`config.mk`:
```
export PLATFORM = sky130hd
export DESIGN_NAME = trace_capture_ctrl
export DESIGN_NICKNAME = d
export VERILOG_FILES = /design/src/rtl/trace_capture_pkg.sv /design/src/rtl/trace_decim_counter.sv /design/src/rtl/trace_capture_ctrl.sv
export SDC_FILE = /design/constraint.sdc
export NUM_CORES = 1
export LEC_CHECK = 0
export ABC_AREA = 1
export CORE_MARGIN = 4
export CORE_UTILIZATION = 58
export DETAILED_ROUTE_END_ITERATION = 6
export PLACE_DENSITY = 0.84
export SLEW_MARGIN = 20
export SYNTH_ARGS = -nofsm -noshare
export SYNTH_HDL_FRONTEND = slang
export SYNTH_SLANG_ARGS = --single-unit
```
`constraint.sdc`:
```
create_clock -name i_clock -period 5.2 [get_ports i_clock]
set_input_delay 1.04 -clock i_clock [delete_from_list [all_inputs] [get_ports i_clock]]
set_output_delay 1.04 -clock i_clock [all_outputs]
set_load 0.1 [all_outputs]
```
`src/rtl/trace_capture_pkg.sv`:
```
// Shared types and default widths for the trace capture controller.
package trace_capture_pkg;

   localparam int DBITS_DEF = 8;
   localparam int CNT_W_DEF = 16;
   localparam int DECIM_W   = 8;

   typedef enum logic [2:0] {
      ST_IDLE    = 3'd0,
      ST_ARMED   = 3'd1,
      ST_DELAY   = 3'd2,
      ST_CAPTURE = 3'd3,
      ST_DONE    = 3'd4
   } state_e;

endpackage

```
`src/rtl/trace_decim_counter.sv`:
```
// Reloadable down-counter; o_zero marks a decimation slot or the end of a delay.
module trace_decim_counter
   import trace_capture_pkg::*;
#(
   parameter int W = DECIM_W
) (
   input  logic         i_clock,
   input  logic         i_reset_n,
   input  logic         i_load,
   input  logic [W-1:0] i_load_val,
   input  logic         i_dec,
   output logic         o_zero
);

   logic [W-1:0] r_count;

   // Load has priority; the count holds once it reaches zero.
   always_ff @(posedge i_clock or negedge i_reset_n) begin
      if (!i_reset_n) begin
         r_count <= {W{1'b0}};
      end else if (i_load) begin
         r_count <= i_load_val;
      end else if (i_dec && (r_count != {W{1'b0}})) begin
         r_count <= r_count - {{(W-1){1'b0}}, 1'b1};
      end
   end

   assign o_zero = (r_count == {W{1'b0}});

endmodule

```
`src/rtl/trace_capture_ctrl.sv`:
```
// Arms on command, waits for a trigger edge, then pushes decimated sensor
// samples into the trace FIFO, never writing while the FIFO reports full.
module trace_capture_ctrl
   import trace_capture_pkg::*;
#(
   parameter int DBITS = DBITS_DEF,
   parameter int CNT_W = CNT_W_DEF
) (
   input  logic               i_clock,
   input  logic               i_reset_n,
   input  logic               i_arm,
   input  logic               i_abort,
   input  logic               i_trigger,
   input  logic [CNT_W-1:0]   i_cfg_delay,
   input  logic [CNT_W-1:0]   i_cfg_length,
   input  logic [DECIM_W-1:0] i_cfg_decim,
   input  logic [DBITS-1:0]   i_sample_in,
   input  logic               i_fifo_full,
   output logic               o_fifo_wr,
   output logic [DBITS-1:0]   o_fifo_din,
   output logic               o_busy,
   output logic               o_done,
   output logic [CNT_W-1:0]   o_overflow_cnt
);

   localparam logic [CNT_W-1:0] ONE_C = {{(CNT_W-1){1'b0}}, 1'b1};

   state_e               r_state;
   state_e               w_state_nxt;
   logic                 r_trig_q;
   logic [CNT_W-1:0]     r_delay;
   logic [CNT_W-1:0]     r_len;
   logic [DECIM_W-1:0]   r_decim;
   logic [CNT_W-1:0]     r_sample_cnt;
   logic                 r_wr_pending;
   logic [DBITS-1:0]     r_fifo_din;
   logic [CNT_W-1:0]     r_ovf;
   logic                 w_trig_edge;
   logic                 w_arm_ok;
   logic                 w_slot;
   logic                 w_last;
   logic                 w_busy;
   logic                 w_done;
   logic                 w_decim_zero;
   logic                 w_dly_zero;

   trace_decim_counter #(.W(DECIM_W)) u_decim (
      .i_clock    (i_clock),
      .i_reset_n  (i_reset_n),
      .i_load     (w_arm_ok | w_slot),
      .i_load_val (w_arm_ok ? {DECIM_W{1'b0}} : r_decim),
      .i_dec      ((r_state == ST_CAPTURE) & ~w_slot),
      .o_zero     (w_decim_zero)
   );

   // Delay counter starts at delay-1 so DELAY lasts exactly `delay` cycles.
   trace_decim_counter #(.W(CNT_W)) u_delay (
      .i_clock    (i_clock),
      .i_reset_n  (i_reset_n),
      .i_load     ((r_state == ST_ARMED) & w_trig_edge),
      .i_load_val (r_delay - ONE_C),
      .i_dec      (r_state == ST_DELAY),
      .o_zero     (w_dly_zero)
   );

   // State register; trigger_q resets high so a held trigger cannot fire.
   always_ff @(posedge i_clock or negedge i_reset_n) begin
      if (!i_reset_n) begin
         r_state  <= ST_IDLE;
         r_trig_q <= 1'b1;
      end else begin
         r_state  <= w_state_nxt;
         r_trig_q <= i_trigger;
      end
   end

   // Next-state logic; abort overrides everything.
   always_comb begin
      w_state_nxt = r_state;
      if (i_abort) begin
         w_state_nxt = ST_IDLE;
      end else begin
         case (r_state)
            ST_IDLE:    if (i_arm) w_state_nxt = ST_ARMED; else w_state_nxt = ST_IDLE;
            ST_ARMED: begin
               if (!w_trig_edge)                  w_state_nxt = ST_ARMED;
               else if (r_len == {CNT_W{1'b0}})   w_state_nxt = ST_DONE;
               else if (r_delay == {CNT_W{1'b0}}) w_state_nxt = ST_CAPTURE;
               else                               w_state_nxt = ST_DELAY;
            end
            ST_DELAY:   if (w_dly_zero) w_state_nxt = ST_CAPTURE; else w_state_nxt = ST_DELAY;
            ST_CAPTURE: if (w_slot && w_last) w_state_nxt = ST_DONE; else w_state_nxt = ST_CAPTURE;
            ST_DONE:    if (i_arm) w_state_nxt = ST_ARMED; else w_state_nxt = ST_DONE;
            default:    w_state_nxt = ST_IDLE;
         endcase
      end
   end

   // State-decoded strobes and status.
   always_comb begin
      w_busy      = 1'b0;
      w_done      = 1'b0;
      w_slot      = 1'b0;
      w_trig_edge = i_trigger & ~r_trig_q;
      w_last      = (r_sample_cnt == (r_len - ONE_C));
      w_arm_ok    = i_arm & ~i_abort & ((r_state == ST_IDLE) | (r_state == ST_DONE));
      case (r_state)
         ST_ARMED:   w_busy = 1'b1;
         ST_DELAY:   w_busy = 1'b1;
         ST_CAPTURE: begin
            w_busy = 1'b1;
            w_slot = w_decim_zero;
         end
         ST_DONE:    w_done = 1'b1;
         default:    w_busy = 1'b0;
      endcase
   end

   // Configuration, sample pipeline and overflow accounting.
   always_ff @(posedge i_clock or negedge i_reset_n) begin
      if (!i_reset_n) begin
         r_delay      <= {CNT_W{1'b0}};
         r_len        <= {CNT_W{1'b0}};
         r_decim      <= {DECIM_W{1'b0}};
         r_sample_cnt <= {CNT_W{1'b0}};
         r_wr_pending <= 1'b0;
         r_fifo_din   <= {DBITS{1'b0}};
         r_ovf        <= {CNT_W{1'b0}};
      end else begin
         if (w_arm_ok) begin
            r_delay <= i_cfg_delay;
            r_len   <= i_cfg_length;
            r_decim <= i_cfg_decim;
         end
         if (w_arm_ok)    r_sample_cnt <= {CNT_W{1'b0}};
         else if (w_slot) r_sample_cnt <= r_sample_cnt + ONE_C;
         if (w_slot) r_fifo_din <= i_sample_in;
         r_wr_pending <= w_slot & ~i_abort;
         // A pending sample meeting a full FIFO is dropped, never written.
         if (w_arm_ok)
            r_ovf <= {CNT_W{1'b0}};
         else if (r_wr_pending && i_fifo_full && (r_ovf != {CNT_W{1'b1}}))
            r_ovf <= r_ovf + ONE_C;
      end
   end

   assign o_fifo_wr      = r_wr_pending & ~i_fifo_full;
   assign o_fifo_din     = r_fifo_din;
   assign o_busy         = w_busy;
   assign o_done         = w_done;
   assign o_overflow_cnt = r_ovf;

endmodule

```
### After elaboration in Yosys (flattened, before gate mapping)

Cells that the tools add are included.

* register bits after elaboration: 109
* bits in latches: 0
* bits in writable memories: 0
* memory bits (read-only): 0
* logic and storage cells: 74
* memories kept: 0

* add/subtract/negate cells: 6
* multipliers: 0
* divide/modulo/power cells: 0
* $lt $le $gt $ge: 0
* eq/ne operators: 6
* shift operators: 0
* mux-type cells: 21
* bitwise logic cells: 13
* reductions and logical operators: 17

Operators with widths (number)
* $mux W16: 6
* $logic_not A16 Y1: 3
* $sub A16 B1 Y16 const B: 3
* $add A16 B1 Y16 const B: 2
* $mux W8: 3
* $eq A16 B16 Y1: 1
* $ne A16 B16 Y1 const B: 1
* $reduce_bool A16 Y1: 1
* $mux W3: 5
* $pmux W3 S5: 1
* $logic_not A8 Y1: 1
* $reduce_bool A2 Y1: 4
* $reduce_bool A8 Y1: 1
* $sub A8 B1 Y8 const B: 1
* $and A1 B1 Y1: 7
* $eq A3 B2 Y1 const B: 2
* $mux W1: 6
* $logic_and A1 B1 Y1: 5
* $not A1 Y1: 4
* $eq A3 B1 Y1 const B: 1
* $eq A3 B3 Y1 const B: 1
* $logic_not A3 Y1: 1
* $reduce_or A3 Y1: 1
* $or A1 B1 Y1: 2

### Logic depth before layout (Yosys ltp)

* depth in word-level cells: 7
* mapped depth: 16
* gate-level depth less buffers: 15

### Hierarchy

Synthesis repeated with hierarchy kept, for this count alone.

* cell total of the unflattened synthesis: 903
* area, all modules: 6597.6 µm²

Modules (own cells, without submodules)
* trace_capture_ctrl: instances 1, cells each 629, area an instance 4663.2 µm²
* trace_decim_counter (u_delay): instances 1, cells each 181, area an instance 1337.5 µm²
* trace_decim_counter (u_decim): instances 1, cells each 93, area an instance 596.8 µm²

### Least setup slack after synthesis

OpenSTA, ideal clock, no wires.

* path type: input-to-output
* start: input i_fifo_full
* end: output o_fifo_wr
* data arrival time: 2.293 ns
* data required time: 4.160 ns
* setup slack: 1.867 ns
* stages on the path: 1
* buffers on the path: 0
* cells stage by stage: nor2_1

* word-level cells in the longest chain between the ends: 2

RTL lines
* start: declaration: line trace_capture_ctrl.sv:18 `input logic i_fifo_full,`
* $not A1 Y1: line trace_capture_ctrl.sv:147 `assign o_fifo_wr = r_wr_pending & ~i_fifo_full;`
* $and A1 B1 Y1: line trace_capture_ctrl.sv:147
* end: declaration: line trace_capture_ctrl.sv:19 `output logic o_fifo_wr,`

No other way between the ends.

### Worst setup path in the final report

Same ends and word-level chain as after synthesis.

==> results.cfg <==
[run_status]
status = complete, no violations

[synthesis]
netlist_area_um2 = 6130
synth-edff-count = 0
ys_top_cells_by_area = dfrtp_1 (44%), nand2_1 (15%), inv_1 (6.6%)
synth.most_common_cell = nand2_1
synth_warnings = 0
synth_nets = 908
synthFlopType = dfrtp_1
yosysTopAreaCell = dfrtp_1
postSynthRegisterBits = 109
async_flop_share_pct = 100
synth_common_cells = nand2_1 (246), dfrtp_1 (108), inv_1 (107), nor2_1 (95), o21ai_0 (67)
synth_cell_types = 38
synth_top_area_share_pct = 44.1
synth_cells = 849
yosysSeqAreaShare_pct = 44.5
syn_avg_cell_area_um2 = 7.22

[drt]
drc_errors = 0
dr.first_iter.drc_count = 322
routedWlPerCell_um = 13.0
dr.pass1.iters = 5
drt-total-wl_um = 13900
vias_per_cell = 5.32
num_vias = 5660
postRouteAntennaNets = 0

[place]
dp_slack_ns = 1.44
finalWeightedCongestion = 0.884
portBuffers = 80
hpwl_um = 10100

[clocking]
cts_htree_levels = 3
cts_resized = 0
clockBufferDepth = 2
clockRootBuffer = clkbuf_8
cts_tree = yes
cts_inserted_buffers = 9
cts.sinks = 109
ctsHoldBuffers = 0
post_cts_buffers = 0
clk_pin_slew_ns = 0.11
insertion_delay_ns = 0.39

[final_layout]
layout-area-overhead-vs-synth_pct = 17.8
drive_above_1_share_pct = 5.17
multiInputGateArea_um2 = 2880
antenna_cells = 0
layout.nets = 982
regArea_um2 = 2730
num-fill-cells = 897

[global_routing]
grt_overflow = 0
grt_max_degree = 65
grt_use_total_pct = 23.5
antenna_found_initial = 0
grt_pass1_wl_um = 24400
grt_pass1_vias = 5497

[pwr]
power.density_nw_per_um2 = 334
p_clk_share_pct = 20.9
power_mw = 2.41
intPower_mw = 1.47
leakagePower_nw = 3.40
peakVddDrop_mv = 0.261
combPwrFrac_pct = 32.7
p_seq_share_pct = 46.3
netSwitchingFraction_pct = 38.9
p_switching_mw = 0.939

[die]
chipWidth_um = 111
die_area_um2 = 12300
rows = 37
die_y_um = 111
ioPinCount = 81
core-area_um2 = 10300
initial_utilization_pct = 59.4

[sta]
fin_skew_ns = 0.0166
rsz0062_at_grt = no
period_needed_ns = 3.75
tns_ns = 0
drv_slew = 0
finalHoldViolCount = 0
holdWs_ns = 0.474
relSlewSlack_pct = 34.4
setup_viol = 0
worst_slew_pin_slew_ns = 0.981
setup_ws_ns = 1.45
fmax_ghz = 0.266
period_share_pct = 72.2

[setup_path]
critPathArrivalTime_ns = 2.71
r2r_setup_slack_ns = 2.49
required_ns = 4.16
crit_type = primary input to primary output
startpoint_type = primary input
cp-end-kind = primary output
crit_fanout = 2

[worst_hold_path]
hold_path_class = register to register

[job]
cap_violations = 0
## through the flow
step / instance area, um^2 / instances / utilization (%)
after global placement: 7030 / 1048 / 68.1
after global routing: 7220 / 1064 / 69.9
after CTS: 7220 / 1064 / 69.9
after floorplan: 6130 / 849 / -
after detailed placement: 7030 / 1048 / 68.1
final: 7220 / 1064 / 69.9
## cell type report
class	count	area share (%)
Clock buffer	9	1.72
Clock inverter	7	0.901
Inverter	110	5.72
Multi-Input combinational cell	608	39.9
Sequential cell	109	37.8
Tap cell	136	2.36
Timing Repair Buffer	85	11.6
## final timing paths
path                                                start                         endpoint  cells after the start
max in group asynchronous                       i_reset_n    o_overflow_cnt[8]$_DFFE_PN0P_                      2
min reg2reg                        r_decim[0]$_DFFE_PN0P_           r_decim[0]$_DFFE_PN0P_                      2
min                                r_decim[0]$_DFFE_PN0P_           r_decim[0]$_DFFE_PN0P_                      2
max reg2reg                u_decim.r_count[0]$_DFFE_PN0P_     r_sample_cnt[15]$_DFFE_PN0N_                     12
min in group asynchronous                       i_reset_n  u_delay.r_count[10]$_DFFE_PN0P_                      1
max                                           i_fifo_full                        o_fifo_wr                      3
## cells in the final DEF, fill, tap and decap left out, drive strengths merged
| cell | Yosys | routed |
|---|---|---|
| inv | 110 | 114 |
| a21oi | 36 | 36 |
| nand3b | 2 | 2 |
| o21a | 2 | 2 |
| clkdlybuf4s50 | 0 | 79 |
| ha | 5 | 5 |
| nor3 | 19 | 19 |
| a2bb2oi | 1 | 1 |
| dfstp | 1 | 1 |
| a31oi | 4 | 4 |
| nand3 | 42 | 42 |
| xnor2 | 2 | 2 |
| o31ai | 2 | 2 |
| o21ai | 90 | 90 |
| clkbuf | 11 | 9 |
| nor4 | 11 | 11 |
| o22ai | 2 | 2 |
| clkinv | 0 | 3 |
| buf | 11 | 6 |
| dfrtp | 108 | 108 |
| a22o | 1 | 1 |
| and2 | 1 | 1 |
| a211oi | 1 | 1 |
| nor2 | 101 | 101 |
| mux2 | 8 | 8 |
| o2111ai | 1 | 1 |
| nor3b | 1 | 1 |
| xor2 | 13 | 13 |
| nand2 | 248 | 248 |
| nand4 | 15 | 15 |
## kinds of logic after synthesis
group                      count (synthesis)  share of synthesized area [%]
and+or+nand+nor                          440                           30.2
AOI/OAI and AO/OA                        140                           12.1
buffers and inverters                    132                           8.55
DFF                                      109                           44.5
xor gates and xnor gates                  15                           2.14
muxes                                      8                           1.47
adders and majority gates                  5                           1.02
## routing by layer
metal / wire (um) / up-vias / track usage [%]
li1: - / 2881 / -
met1: 6260 / 2623 / 30.5
met2: 6570 / 144 / 39.4
met3: 890 / 12 / 6.66
met4: 155 / 0 / 5.17
met5: 0 / - / 0
## critical path, cell delays in order
cell	delay [ns]
clkdlybuf4s50_1	0.43
nor2_1	0.11
clkdlybuf4s50_1	1.13
## flip-flops by register name (all words and copies together), names as in the netlist, 3 cells and up
name and cells:
o_fifo_din 8, o_overflow_cnt 16, r_decim 8, r_delay 16, r_len 16, r_sample_cnt 16
r_state 3, u_decim.r_count 8, u_delay.r_count 16
## power by group through the flow
stage                     combinational [mW]  sequential, mW  clock [mW]
after global placement                 0.763            1.13           0
after CTS                              0.791            1.11       0.514
final                                  0.789            1.12       0.505
after detailed placement               0.785            1.13           0
after global routing                   0.907            1.13       0.549
after floorplan                        0.563            1.14           0
Power figures use the tool's default switching activity.
